<file path="src/rtl/alu_pkg.sv">
// Shared ALU definitions: op encodings and default operand/register widths.
// Imported by alu_fwd_mux and alu_issue.
package alu_pkg;

  localparam int WIDTH_DEF = 32;
  localparam int RADDR_DEF = 5;

  typedef enum logic [2:0] {
    ALU_AND = 3'b000,
    ALU_OR  = 3'b001,
    ALU_ADD = 3'b010,
    ALU_NOR = 3'b100,
    ALU_XOR = 3'b101,
    ALU_SUB = 3'b110
  } alu_op_e;

endpackage

</file>
<file path="src/rtl/alu_fwd_mux.sv">
// Per-operand bypass select and pipeline-match detection.
// ALU_ISSUE_FORWARDING_EN enables the EX/MEM and MEM/WB bypass paths.
module alu_fwd_mux
  import alu_pkg::*;
#(
  parameter int WIDTH = WIDTH_DEF,
  parameter int RADDR = RADDR_DEF
) (
  input  logic [RADDR-1:0] src,
  input  logic             used,
  input  logic [WIDTH-1:0] regval,
  input  logic [RADDR-1:0] exmem_rd,
  input  logic             exmem_wen,
  input  logic [WIDTH-1:0] exmem_val,
  input  logic [RADDR-1:0] memwb_rd,
  input  logic             memwb_wen,
  input  logic [WIDTH-1:0] memwb_val,
  output logic [WIDTH-1:0] val,
  output logic             hit_ex,
  output logic             hit_wb
);

  logic nz;

  assign nz     = (src != '0) & used;
  assign hit_ex = nz & exmem_wen & (exmem_rd == src);
  assign hit_wb = nz & memwb_wen & (memwb_rd == src);

`ifdef ALU_ISSUE_FORWARDING_EN
  always_comb begin
    val = regval;
    if (hit_ex)      val = exmem_val;
    else if (hit_wb) val = memwb_val;
  end
`else
  logic unused_vals;
  assign unused_vals = ^{exmem_val, memwb_val};
  assign val = regval;
`endif

endmodule

</file>
<file path="src/rtl/alu_issue.sv">
// Single-entry ALU issue stage: hazard stall, operand select, EX handoff.
// ALU_ISSUE_FORWARDING_EN selects bypass; otherwise pipeline matches stall.
module alu_issue
  import alu_pkg::*;
#(
  parameter int WIDTH = WIDTH_DEF,
  parameter int RADDR = RADDR_DEF
) (
  input  logic             clk,
  input  logic             rst_n,
  input  logic             id_valid,
  output logic             id_ready,
  input  logic [RADDR-1:0] id_rs,
  input  logic [RADDR-1:0] id_rt,
  input  logic [WIDTH-1:0] id_rsval,
  input  logic [WIDTH-1:0] id_rtval,
  input  logic [WIDTH-1:0] id_imm,
  input  logic             id_useimm,
  input  logic [2:0]       id_op,
  input  logic             id_unsig,
  input  logic [RADDR-1:0] id_rd,
  input  logic             id_wen,
  input  logic             flush,
  input  logic [RADDR-1:0] exmem_rd,
  input  logic             exmem_wen,
  input  logic [WIDTH-1:0] exmem_val,
  input  logic [RADDR-1:0] memwb_rd,
  input  logic             memwb_wen,
  input  logic [WIDTH-1:0] memwb_val,
  output logic             ex_valid,
  input  logic             ex_ready,
  output logic [WIDTH-1:0] a,
  output logic [WIDTH-1:0] b,
  output logic [2:0]       op,
  output logic             unsig,
  output logic [RADDR-1:0] ex_rd,
  output logic             ex_wen
);

  logic             valid_q, valid_d;
  logic [WIDTH-1:0] a_q, a_d;
  logic [WIDTH-1:0] b_q, b_d;
  logic [2:0]       op_q, op_d;
  logic             unsig_q, unsig_d;
  logic [RADDR-1:0] rd_q, rd_d;
  logic             wen_q, wen_d;

  logic             use_rt;
  logic [WIDTH-1:0] rs_fwd, rt_fwd;
  logic             rs_hex, rs_hwb;
  logic             rt_hex, rt_hwb;
  logic             ex_live;
  logic             ex_hit;
  logic             stall;
  logic             xfer_in, xfer_out;

  assign use_rt = ~id_useimm;

  alu_fwd_mux #(.WIDTH(WIDTH), .RADDR(RADDR)) u_fwd_a (
    .src       (id_rs),
    .used      (1'b1),
    .regval    (id_rsval),
    .exmem_rd  (exmem_rd),
    .exmem_wen (exmem_wen),
    .exmem_val (exmem_val),
    .memwb_rd  (memwb_rd),
    .memwb_wen (memwb_wen),
    .memwb_val (memwb_val),
    .val       (rs_fwd),
    .hit_ex    (rs_hex),
    .hit_wb    (rs_hwb)
  );

  alu_fwd_mux #(.WIDTH(WIDTH), .RADDR(RADDR)) u_fwd_b (
    .src       (id_rt),
    .used      (use_rt),
    .regval    (id_rtval),
    .exmem_rd  (exmem_rd),
    .exmem_wen (exmem_wen),
    .exmem_val (exmem_val),
    .memwb_rd  (memwb_rd),
    .memwb_wen (memwb_wen),
    .memwb_val (memwb_val),
    .val       (rt_fwd),
    .hit_ex    (rt_hex),
    .hit_wb    (rt_hwb)
  );

  // The held instruction's result does not exist yet, so no bypass helps.
  assign ex_live = valid_q & wen_q & (rd_q != '0);
  assign ex_hit  = ex_live &
                   ((id_rs == rd_q) | (use_rt & (id_rt == rd_q)));

`ifdef ALU_ISSUE_FORWARDING_EN
  logic unused_hits;
  assign unused_hits = ^{rs_hex, rs_hwb, rt_hex, rt_hwb};
  assign stall = ex_hit;
`else
  assign stall = ex_hit | rs_hex | rs_hwb | rt_hex | rt_hwb;
`endif

  assign id_ready = (~valid_q | ex_ready) & ~stall;
  assign xfer_in  = id_valid & id_ready;
  assign xfer_out = valid_q & ex_ready;

  always_comb begin
    valid_d = valid_q;
    a_d     = a_q;
    b_d     = b_q;
    op_d    = op_q;
    unsig_d = unsig_q;
    rd_d    = rd_q;
    wen_d   = wen_q;
    if (flush) begin
      valid_d = 1'b0;
    end else if (xfer_in) begin
      valid_d = 1'b1;
      a_d     = rs_fwd;
      b_d     = id_useimm ? id_imm : rt_fwd;
      op_d    = id_op;
      unsig_d = id_unsig;
      rd_d    = id_rd;
      wen_d   = id_wen;
    end else if (xfer_out) begin
      valid_d = 1'b0;
    end
  end

  always_ff @(posedge clk or negedge rst_n) begin
    if (!rst_n) begin
      valid_q <= 1'b0;
      a_q     <= '0;
      b_q     <= '0;
      op_q    <= 3'b000;
      unsig_q <= 1'b0;
      rd_q    <= '0;
      wen_q   <= 1'b0;
    end else begin
      valid_q <= valid_d;
      a_q     <= a_d;
      b_q     <= b_d;
      op_q    <= op_d;
      unsig_q <= unsig_d;
      rd_q    <= rd_d;
      wen_q   <= wen_d;
    end
  end

  assign ex_valid = valid_q;
  assign a        = a_q;
  assign b        = b_q;
  assign op       = op_q;
  assign unsig    = unsig_q;
  assign ex_rd    = rd_q;
  assign ex_wen   = wen_q;

endmodule

</file>
<file path="config.mk">
export PLATFORM = sky130hd
export DESIGN_NAME = alu_issue
export DESIGN_NICKNAME = d
export VERILOG_FILES = /design/src/rtl/alu_pkg.sv /design/src/rtl/alu_fwd_mux.sv /design/src/rtl/alu_issue.sv
export SDC_FILE = /design/constraint.sdc
export NUM_CORES = 1
export LEC_CHECK = 0
export ABC_AREA = 0
export CORE_ASPECT_RATIO = 1.2
export CORE_MARGIN = 2
export CORE_UTILIZATION = 34
export DETAILED_ROUTE_END_ITERATION = 8
export GPL_TIMING_DRIVEN = 1
export PLACE_DENSITY = 0.78
export SYNTH_ARGS = -nofsm -noshare
export SYNTH_HDL_FRONTEND = slang
export SYNTH_HIERARCHICAL = 1
export SYNTH_SLANG_ARGS = --single-unit
</file>
<file path="constraint.sdc">
create_clock -name clk -period 1.8 [get_ports clk]
set_input_delay 0.18 -clock clk [delete_from_list [all_inputs] [get_ports clk]]
set_output_delay 0.18 -clock clk [all_outputs]
set_load 0.05 [all_outputs]
</file>
Word-level counts from Yosys, hierarchy flattened
Index checks and enable logic that the tools add are counted.
- add/sub/neg operators: 0
- multiply operators: 0
- div/mod/pow operators: 0
- magnitude comparators: 0
- equality and inequality tests: 6
- shift-type cells: 0
- multiplexer cells: 4
- bitwise logic cells: 26
- reductions and logical operators: 5
- operator list (operator ; count):
    two-way mux 32 bit ; 1
    equality test 5 bit ; 6
    AND 1 bit ; 16
    nonzero test 5 bit ; 3
    bitwise OR 1 bit ; 6
    NOT 1 bit ; 4
    two-way mux 1 bit ; 3
    nonzero test 3 bit ; 1
    AND reduction 2 bit ; 1
- bits in registers: 75
- latch bits: 0
- memory bits (writable): 0
- bits in read-only memories: 0
- input bits: 198
- output and inout port bits: 76
- word-level logic and storage cells: 48
- memories kept: 0

Longest topological paths before layout
Gate-level depths: netlist of the first run.
- word-level depth: 13
- mapped depth: 10

Cells and area by module
The synthesis of the first run kept the hierarchy.
- modules (own cells, without submodules) (module ; instances ; cells an instance ; area each (sq um) ; seq. area each (sq um)):
    alu_issue ; 1 ; 219 ; 3641.0 ; 1876.8
    alu_fwd_mux ; 2 ; 50 ; 374.1 ; 0.0

Worst setup path after synthesis of the first run
OpenSTA, ideal clock, no wires.
- kind: input to register
- from: input port id_rs[1]
- to: register rd_q[0] (netlist: ex_rd[0])
- arrival: 2.245 ns
- data required time: 1.675 ns
- slack: -0.570 ns
- stages on the path: 9
- buffers on the path: 2
- cells stage by stage: or4_1 o21ai_2 nor3_1 nor4_1 nand4b_1 o21ba_2 buf_6 buf_12 mux2_4
- word-level cells in the longest chain between the ends: 11
- elaborated cells on any way between the ends: 18
- those cells by class: eq/ne: 3; bitwise: 13; reduce/logical: 2
- ends and longest elaborated chain (element ; RTL line ; text):
    from (decl) ; alu_issue.sv:13 ; input logic [RADDR-1:0] id_rs,
    nonzero test 5 bit ; alu_fwd_mux.sv:25 ; assign nz = (src != '0) & used;
    AND 1 bit ; alu_fwd_mux.sv:26 ; assign hit_ex = nz & exmem_wen & (exmem_rd == src);
    AND 1 bit (*) ; alu_fwd_mux.sv:26 ;
    net rs_hex ; alu_issue.sv:50 ; logic rs_hex, rs_hwb;
    bitwise OR 1 bit (*) (4 in series) ; alu_issue.sv:99 ; assign stall = ex_hit | rs_hex | rs_hwb | rt_hex | rt_hwb;
    NOT 1 bit (*) ; alu_issue.sv:102 ; assign id_ready = (~valid_q | ex_ready) & ~stall;
    AND 1 bit (*) ; alu_issue.sv:102 ;
    AND 1 bit (*) ; alu_issue.sv:103 ; assign xfer_in = id_valid & id_ready;
    AND reduction 2 bit (no source line) (*) ; -- ;
    to (signal assigned) ; alu_issue.sv:144 ; rd_q <= rd_d;
    to (decl) ; alu_issue.sv:45 ; logic [RADDR-1:0] rd_q, rd_d;
Mark *: on every way through the listed nets, which the timed path passes. The rest lies on a longest branch.
A chain may end at the register's enable or synchronous reset.

Worst setup path in the final report of the first run
- from: input port id_rt[1]
- to: register rd_q[2] (netlist: ex_rd[2])
- elaborated cells on any way between the ends: 20
- those cells by class: eq/ne: 3; bitwise: 15; reduce/logical: 2
- RTL lines (element ; RTL line ; text):
    from (decl) ; alu_issue.sv:14 ; input logic [RADDR-1:0] id_rt,
    nonzero test 5 bit ; alu_fwd_mux.sv:25 ;
    AND 1 bit ; alu_fwd_mux.sv:25 ;
    AND 1 bit ; alu_fwd_mux.sv:27 ; assign hit_wb = nz & memwb_wen & (memwb_rd == src);
    AND 1 bit (*) ; alu_fwd_mux.sv:27 ;
    net rt_hwb ; alu_issue.sv:51 ; logic rt_hex, rt_hwb;
    bitwise OR 1 bit (*) ; alu_issue.sv:99 ;
    NOT 1 bit (*) ; alu_issue.sv:102 ;
    AND 1 bit (*) ; alu_issue.sv:102 ;
    AND 1 bit (*) ; alu_issue.sv:103 ;
    AND reduction 2 bit (no source line) (*) ; -- ;
Marked as above.

==> metrics, run 1 <==
sort of element at the end of the critical path flip-flop; Mean Syn Cell Area 13.8 um^2; routed via count 3068; clock latency on the worst-skew pair roughly 330 ps; global-route wire length before repair approximately 18000 um; final setup margin -517 ps; kind of launch point of the worst setup path input pin; placement-stage cell area 6290 um^2; number of design rule violations left after detail routing 0; Static Leakage about 0.003 uW; count of different cell masters after synthesis 26; Slew Viols, Final 0; pre-CTS setup slack -1180 ps; combined area of the multi-input logic cells 1970 um^2; status complete, but fails checks; switching power share of the total 0.370; Period minus WS final 2320 ps; Cell Int Power 4730 uW; Detailed Routing Iterations Pass 1 4; clock buffers created by TritonCTS 9; width of the die 108 um; fraction of the cycle the final worst path needs 1.29; CP max stage delay about 540 ps; core area about 13000 um^2; CTS Root Cell clkbuf_16; arrival time reported for the critical path endpoint 2530 ps; net switching power 2780 uW; row cnt 45; DP Wirelength 8170 um; Avg WL per Cell 16.8 um; Chip Height ~130 um; most common cell after layout, fill and taps aside clkdlybuf4s50_1; highest ir drop seen on vdd 0.506 mV; I/O pin total 274; drt via density 4.53; register area share after synthesis 0.428; depth of the CTS H-tree 3; sequential cell fraction of total power 0.301; family of cells with the greatest summed delay on the critical path simple AND/OR/NAND/NOR gates; total number of nets in the final design 707; number of warning messages in the yosys log 6; Syn Inst Count around 320; Layout Area Growth over Synthesis 61.2%; final hold violation count 0; Highest Clock Rate 432 MHz; flip-flop and latch count after synthesis 75; Crit path buffers/inverters 5; reported max-cap violation count 0; starting DRC count in detailed routing 75; final weighted congestion in routability-driven placement just over 0.8; count of input and output buffers 209; Die Outline Area 13800 um^2; Setup TNS Final -36180 ps; Clock Path Buffers 2; CTS tree yes; final global-route overflow total 0; register area 1880 um^2; Rel. slew slack 0.629; post-synthesis instance area 4390 um^2; required time at the endpoint of the critical path ~2000 ps; via count of the first global-routing pass 3472; chain of cells forming the critical path buf_6 -> or4_4 -> o21ai_4 -> nor3_2 -> nor4_2 -> buf_4 -> nand4b_1 -> o21ba_4 -> buf_6 -> buf_12 -> clkbuf_16 -> mux2_4; violations in the final reports setup timing; largest net degree at the start of global routing 41; cell seen most often among critical-path stages buf_6; proportion of layout cells with a drive suffix above 1 0.374; antenna violations before repair 0; clock share of power 0.236; largest clock skew in the final design 8.36 ps; startpoint-to-endpoint class of the critical path input pin to flip-flop; commonest cells after routing, fill and taps aside clkdlybuf4s50_1, dfrtp_1, mux2_4, mux2_2, buf_4; number of nets in the synthesized netlist 517; sink count of the clock tree 75; critical path's slowest cell or4_4; Antenna diodes 0; Setup violations, final 75; number of nets still failing antenna checks after routing 0; part of the power in combinational logic 0.463; largest fanout on the critical path 4; clock transition at the register clock pins on the worst setup and hold paths after CTS 60 ps; effective utilization at floorplan 0.348; final std cell area, no fill between 7000 and 8000 um^2; slew of the pin with the lowest slew margin 555 ps; Pwr Density about 1100 nW/um^2; total routed wirelength 11400 um; global-route usage over all layers 0.165; min-delay worst type input pin to asynchronous set/reset pin; RSZ-0062 raised after global routing yes; fill cell instance count of the final layout 1028
[timing repair]
item,in CTS,in global routing
gates cloned,8,2
gates resized for setup,66,14
hold endpoints to repair,39,0
hold buffers,1,0
pin swaps,7,5
setup endpoints to repair,77,77
buffers inserted,11,2
[layer usage]
layer  track usage  part of all wire  vias to the layer above
met4        0.0732             0.024                        0
li1              -                 -                     1417
met3        0.0375             0.067                       21
met5             0                 0                        -
met2         0.292              0.52                      127
met1         0.190              0.38                     1503
[power by group through the flow]
stage	Clock [uW]	Sequential, uW	Combinational (uW)
6_report	1770	2260	3480
5_1_grt	1900	2310	3610
4_1_cts	1820	2270	3500
3_5_place_dp	0	2280	3310
3_3_place_gp	0	2280	3260
2_1_floorplan	0	3520	888
[logic make-up (layout without fill, tap and decap cells)]
group | count (synthesis) | count (layout) | share of synthesized area
AO/OA/AOI/OAI | 6 | 6 | 0.0125
XOR/XNOR | 30 | 30 | 0.0599
buffers and inverters | 77 | 272 | 0.145
flip-flops | 75 | 75 | 0.428
multiplexers | 106 | 106 | 0.323
other | 1 | 1 | 0.000854
AND/OR/NAND/NOR | 24 | 24 | 0.0311
[area by class of cell]
class / count / share of cell area
inverter: 1 / 0.000530
clock inverter: 5 / 0.00884
multi-input combinational: 167 / 0.279
timing repair buffer: 255 / 0.385
sequential: 75 / 0.265
clock buffer: 11 / 0.0329
tap: 164 / 0.0290
[metrics by stage]
stage | cells | hold slack, ps | utilization | total power (uW)
floorplan | 319 | -116 | - | 4410
global placement | 642 | 184 | 0.499 | 5540
detailed placement | 642 | 197 | 0.499 | 5590
CTS | 677 | 375 | 0.558 | 7590
global route | 678 | 406 | 0.561 | 7820
finish | 678 | 360 | 0.561 | 7510
[worst paths after layout]
check / start / to / slack (ps) / cells past startpoint
worst max-delay path: id_rt[1] / ex_rd[2]$_DFFE_PN0P_ / -520 / 12
worst min-delay path: rst_n / a[19]$_DFFE_PN0P_ / 360 / 2
worst max register to register: ex_rd[2]$_DFFE_PN0P_ / ex_rd[2]$_DFFE_PN0P_ / -340 / 7
worst min register to register: b[3]$_DFFE_PN0P_ / b[3]$_DFFE_PN0P_ / 500 / 1
max in group asynchronous: rst_n / op[0]$_DFFE_PN0P_ / 850 / 3
min in group clk: flush / ex_valid$_DFFE_PN0P_ / 460 / 2
[synth_stat cells]
| cell type | n | area (um^2) |
|---|---|---|
| inv_1 | 1 | 3.75 |
| o22ai_1 | 1 | 6.26 |
| mux2_2 | 46 | 518 |
| xnor2_1 | 21 | 184 |
| mux2_4 | 60 | 901 |
| clkbuf_1 | 4 | 15.0 |
| nand2_1 | 5 | 18.8 |
| nand4b_1 | 1 | 8.76 |
| buf_12 | 6 | 120 |
| o211ai_2 | 1 | 12.5 |
| conb_1 | 1 | 3.75 |
| buf_2 | 1 | 5.00 |
| a32oi_1 | 1 | 8.76 |
| o21ai_2 | 2 | 17.5 |
| nand2b_1 | 1 | 6.26 |
| o21ba_2 | 1 | 10.0 |
| nor3_1 | 5 | 25.0 |
| nand4_1 | 4 | 25.0 |
| nor2_1 | 3 | 11.3 |
| buf_6 | 1 | 11.3 |
| nor4_1 | 1 | 6.26 |
| dfrtp_1 | 75 | 1880 |
| or4_1 | 3 | 22.5 |
| nor4_2 | 1 | 12.5 |
| xor2_1 | 9 | 78.8 |
| buf_4 | 64 | 480 |
[sequential cells by signal, indices dropped and copies added, names as in the netlist]
signal,cells
ex_valid,1
ex_wen,1
a,32
ex_rd,5
b,32
unsig,1
op,3
(Power assumes the default switching activity.)
==> inputs of run 2 (changes only) <==
- CORE_ASPECT_RATIO: 1.2 -> 0.9
- CORE_MARGIN: 2 -> 5
- CORE_UTILIZATION: 34 -> 32
- SYNTH_HIERARCHICAL: 1 -> default
==> metrics, run 2 <==
status complete, but fails checks; violations in the final reports setup timing; global-route track usage on met2 0.273 (-0.0189); busiest grt layer met2; I/O pin total 274 (unchanged); Antenna diodes 0 (unchanged); most common cell after layout, fill and taps aside clkdlybuf4s50_1; fraction of the cycle the final worst path needs 1.26 (-0.0258); required time at the endpoint of the critical path 2020 ps (about the same); number of warning messages in the yosys log 0 (-6); CTS Root Cell clkbuf_16; final std cell area, no fill 6900 um^2 (-2.6%); routed via count 3024 (-1.4%); met1 global-route usage 0.192 (+0.00168); largest fanout on the critical path 8 (+4); startpoint-to-endpoint class of the critical path input pin to flip-flop; Syn Inst Count 250 (-22%); number of nets in the synthesized netlist 448 (-13%); count of different cell masters after synthesis 25 (-3.8%); met3 Track Usage GR 0.0707 (+0.0332); global-route wire length before repair 18300 um (+4.4%); final global-route overflow total 0 (unchanged); instance count after placement with tap cells included 642 (unchanged); RSZ-0062 raised after global routing yes; global-route usage over all layers 0.163 (-0.00238); commonest cells after routing, fill and taps aside clkdlybuf4s50_1, dfrtp_1, mux2_2, mux2_4, buf_4; kind of launch point of the worst setup path input pin; final setup margin -470 ps (+46.5 ps); row cnt 38 (-16%); total number of nets in the final design 705 (-0.28%); Layout Area Growth over Synthesis 79.5%; total routed wirelength 11800 um (+3.6%); Avg WL per Cell 17.6 um (+4.7%); DP Wirelength 8470 um (+3.8%); final cell count without fillers 671 (-1.0%); Period minus WS final 2270 ps (-46.5 ps); number of nets still failing antenna checks after routing 0 (unchanged); drt via density 4.51 (-0.41%); reported max-cap violation count 0 (unchanged); async set or reset register ratio after synthesis 1.00 (unchanged); Highest Clock Rate 440 MHz (+2.0%); depth of the CTS H-tree 3 (unchanged); clock buffers created by TritonCTS 9 (unchanged); Post-synth EDFFs 0 (unchanged); most area-consuming cells after synthesis dfrtp_1, mux2_4, mux2_2, xnor2_1, buf_12; starting DRC count in detailed routing 114 (+52%); post-synthesis instance area 3840 um^2 (-12%); sink count of the clock tree 75 (unchanged); Setup violations, final 76 (+1.3%); Mean Syn Cell Area 15.4 um^2 (+12%); largest net degree at the start of global routing 45 (+9.8%); via count of the first global-routing pass 3432 (-1.2%); Yosys top cell by area dfrtp_1; Chip Height 114 um (-11%); Die Outline Area 14300 um^2 (+3.4%); cell with the most instances after synthesis dfrtp_1; largest clock skew in the final design 5.10 ps (-3.26 ps); most common flop cell mapped by yosys dfrtp_1; highest ir drop seen on vdd 0.635 mV (+25%); slew of the pin with the lowest slew margin 535 ps (-20.1 ps); Detailed Routing Iterations Pass 1 4 (unchanged); Rel. slew slack 0.642 (+0.0134); most instantiated cells after synthesis dfrtp_1, mux2_2, mux2_4; clock transition at the register clock pins on the worst setup and hold paths after CTS 60 ps (about the same); top-area cell type share of the netlist area 0.488 (+0.0608); Clock Path Buffers 2 (unchanged); flip-flop and latch count after synthesis 75 (unchanged); register area share after synthesis 0.488 (+0.0608); number of design rule violations left after detail routing 0 (unchanged); Pwr Density 1090 nW/um^2 (+2.8%); effective utilization at floorplan 0.323 (-0.0248); core area 11900 um^2 (-5.8%); placement-stage cell area 6300 um^2 (about the same); CTS tree yes; width of the die 126 um (+17%); count of input and output buffers 209 (unchanged); antenna violations before repair 0 (unchanged); final weighted congestion in routability-driven placement 0.877 (+5.7%); proportion of layout cells with a drive suffix above 1 0.384 (+0.0100); sort of element at the end of the critical path flip-flop; arrival time reported for the critical path endpoint 2490 ps (-40 ps); Static Leakage 0.00289 uW (-4.2%); Slew Viols, Final 0 (unchanged); final hold violation count 0 (unchanged); clock latency on the worst-skew pair 330 ps (about the same); min-delay worst type input pin to asynchronous set/reset pin
==> run 2: cell types whose count changed after synthesis, sizes merged, moves of 2 or more <==
cell / previous run / this run
buf: 72 / 8
nand2: 5 / 3
nand3: 0 / 3
nor3: 5 / 1
o21ai: 2 / 0
==> run 2: repair_timing <==
item	CTS	global route
gates cloned	4	3
setup endpoints to repair	76	76
hold buffers	1	0
endpoints found under the hold margin	31	0
pin swaps	1	5
resized for setup	20	7
setup buffers	5	2
==> run 2: worst paths after layout <==
| check | to | from | slack, ps | depth (start not counted) |
|---|---|---|---|---|
| min in group clk | b[3]$_DFFE_PN0P_ | id_useimm | 450 | 4 |
| setup / recovery | a[7]$_DFFE_PN0P_ | id_rs[4] | -470 | 9 |
| setup reg to reg | a[7]$_DFFE_PN0P_ | ex_rd[4]$_DFFE_PN0P_ | -470 | 6 |
| hold reg to reg | b[28]$_DFFE_PN0P_ | b[28]$_DFFE_PN0P_ | 500 | 1 |
| hold / removal | a[27]$_DFFE_PN0P_ | rst_n | 350 | 2 |
| max in group asynchronous | ex_rd[2]$_DFFE_PN0P_ | rst_n | 850 | 3 |
==> run 2: final cells by class <==
type	count	area [um^2]
well taps	160	200
clock inverters	4	26.3
flip-flops and latches	75	1880
multi-input cells	163	1900
repair buffers	258	2640
clock buffers	11	253
fillers	971	4990
==> run 2: power breakdown <==
part	total (uW)	switching, uW	internal, uW
combinational	3560	1960	1600
sequential	2280	220	2060
clock	1680	686	998
total	7520	2870	4660
==> run 2: worst max-delay path, stage by stage <==
cell and delay (ps):
clkdlybuf4s50_1 420, or4_4 440, nor2_4 100, o31ai_1 70, a31oi_1 260, and4b_4 320
buf_12 170, clkbuf_16 180, mux2_2 330
==> run 2: through the flow <==
step / hold slack [ps] / total power, uW / setup WS (ps) / setup TNS (ps) / util
CTS: 338 / 7560 / -479 / -33630 / 0.571
floorplan: -116 / 4390 / -448 / -31190 / -
global route: 400 / 7840 / -532 / -37400 / 0.580
finish: 355 / 7520 / -470 / -31910 / 0.580
detailed placement: 154 / 5730 / -902 / -63270 / 0.530
global placement: 152 / 5680 / -878 / -62590 / 0.530
==> run 2: cells by family after synthesis <==
logic type / share of synthesized area
mux: 0.359
xor+xnor: 0.0684
buf+inv: 0.0391
simple gates: 0.0316
flops: 0.488
compound gates: 0.0140
==> run 2: per-layer routing <==
layer	vias to the layer above	wire, um
met4	0	89
met3	9	1140
met5	-	0
met2	139	5700
li1	1409	-
met1	1467	4900
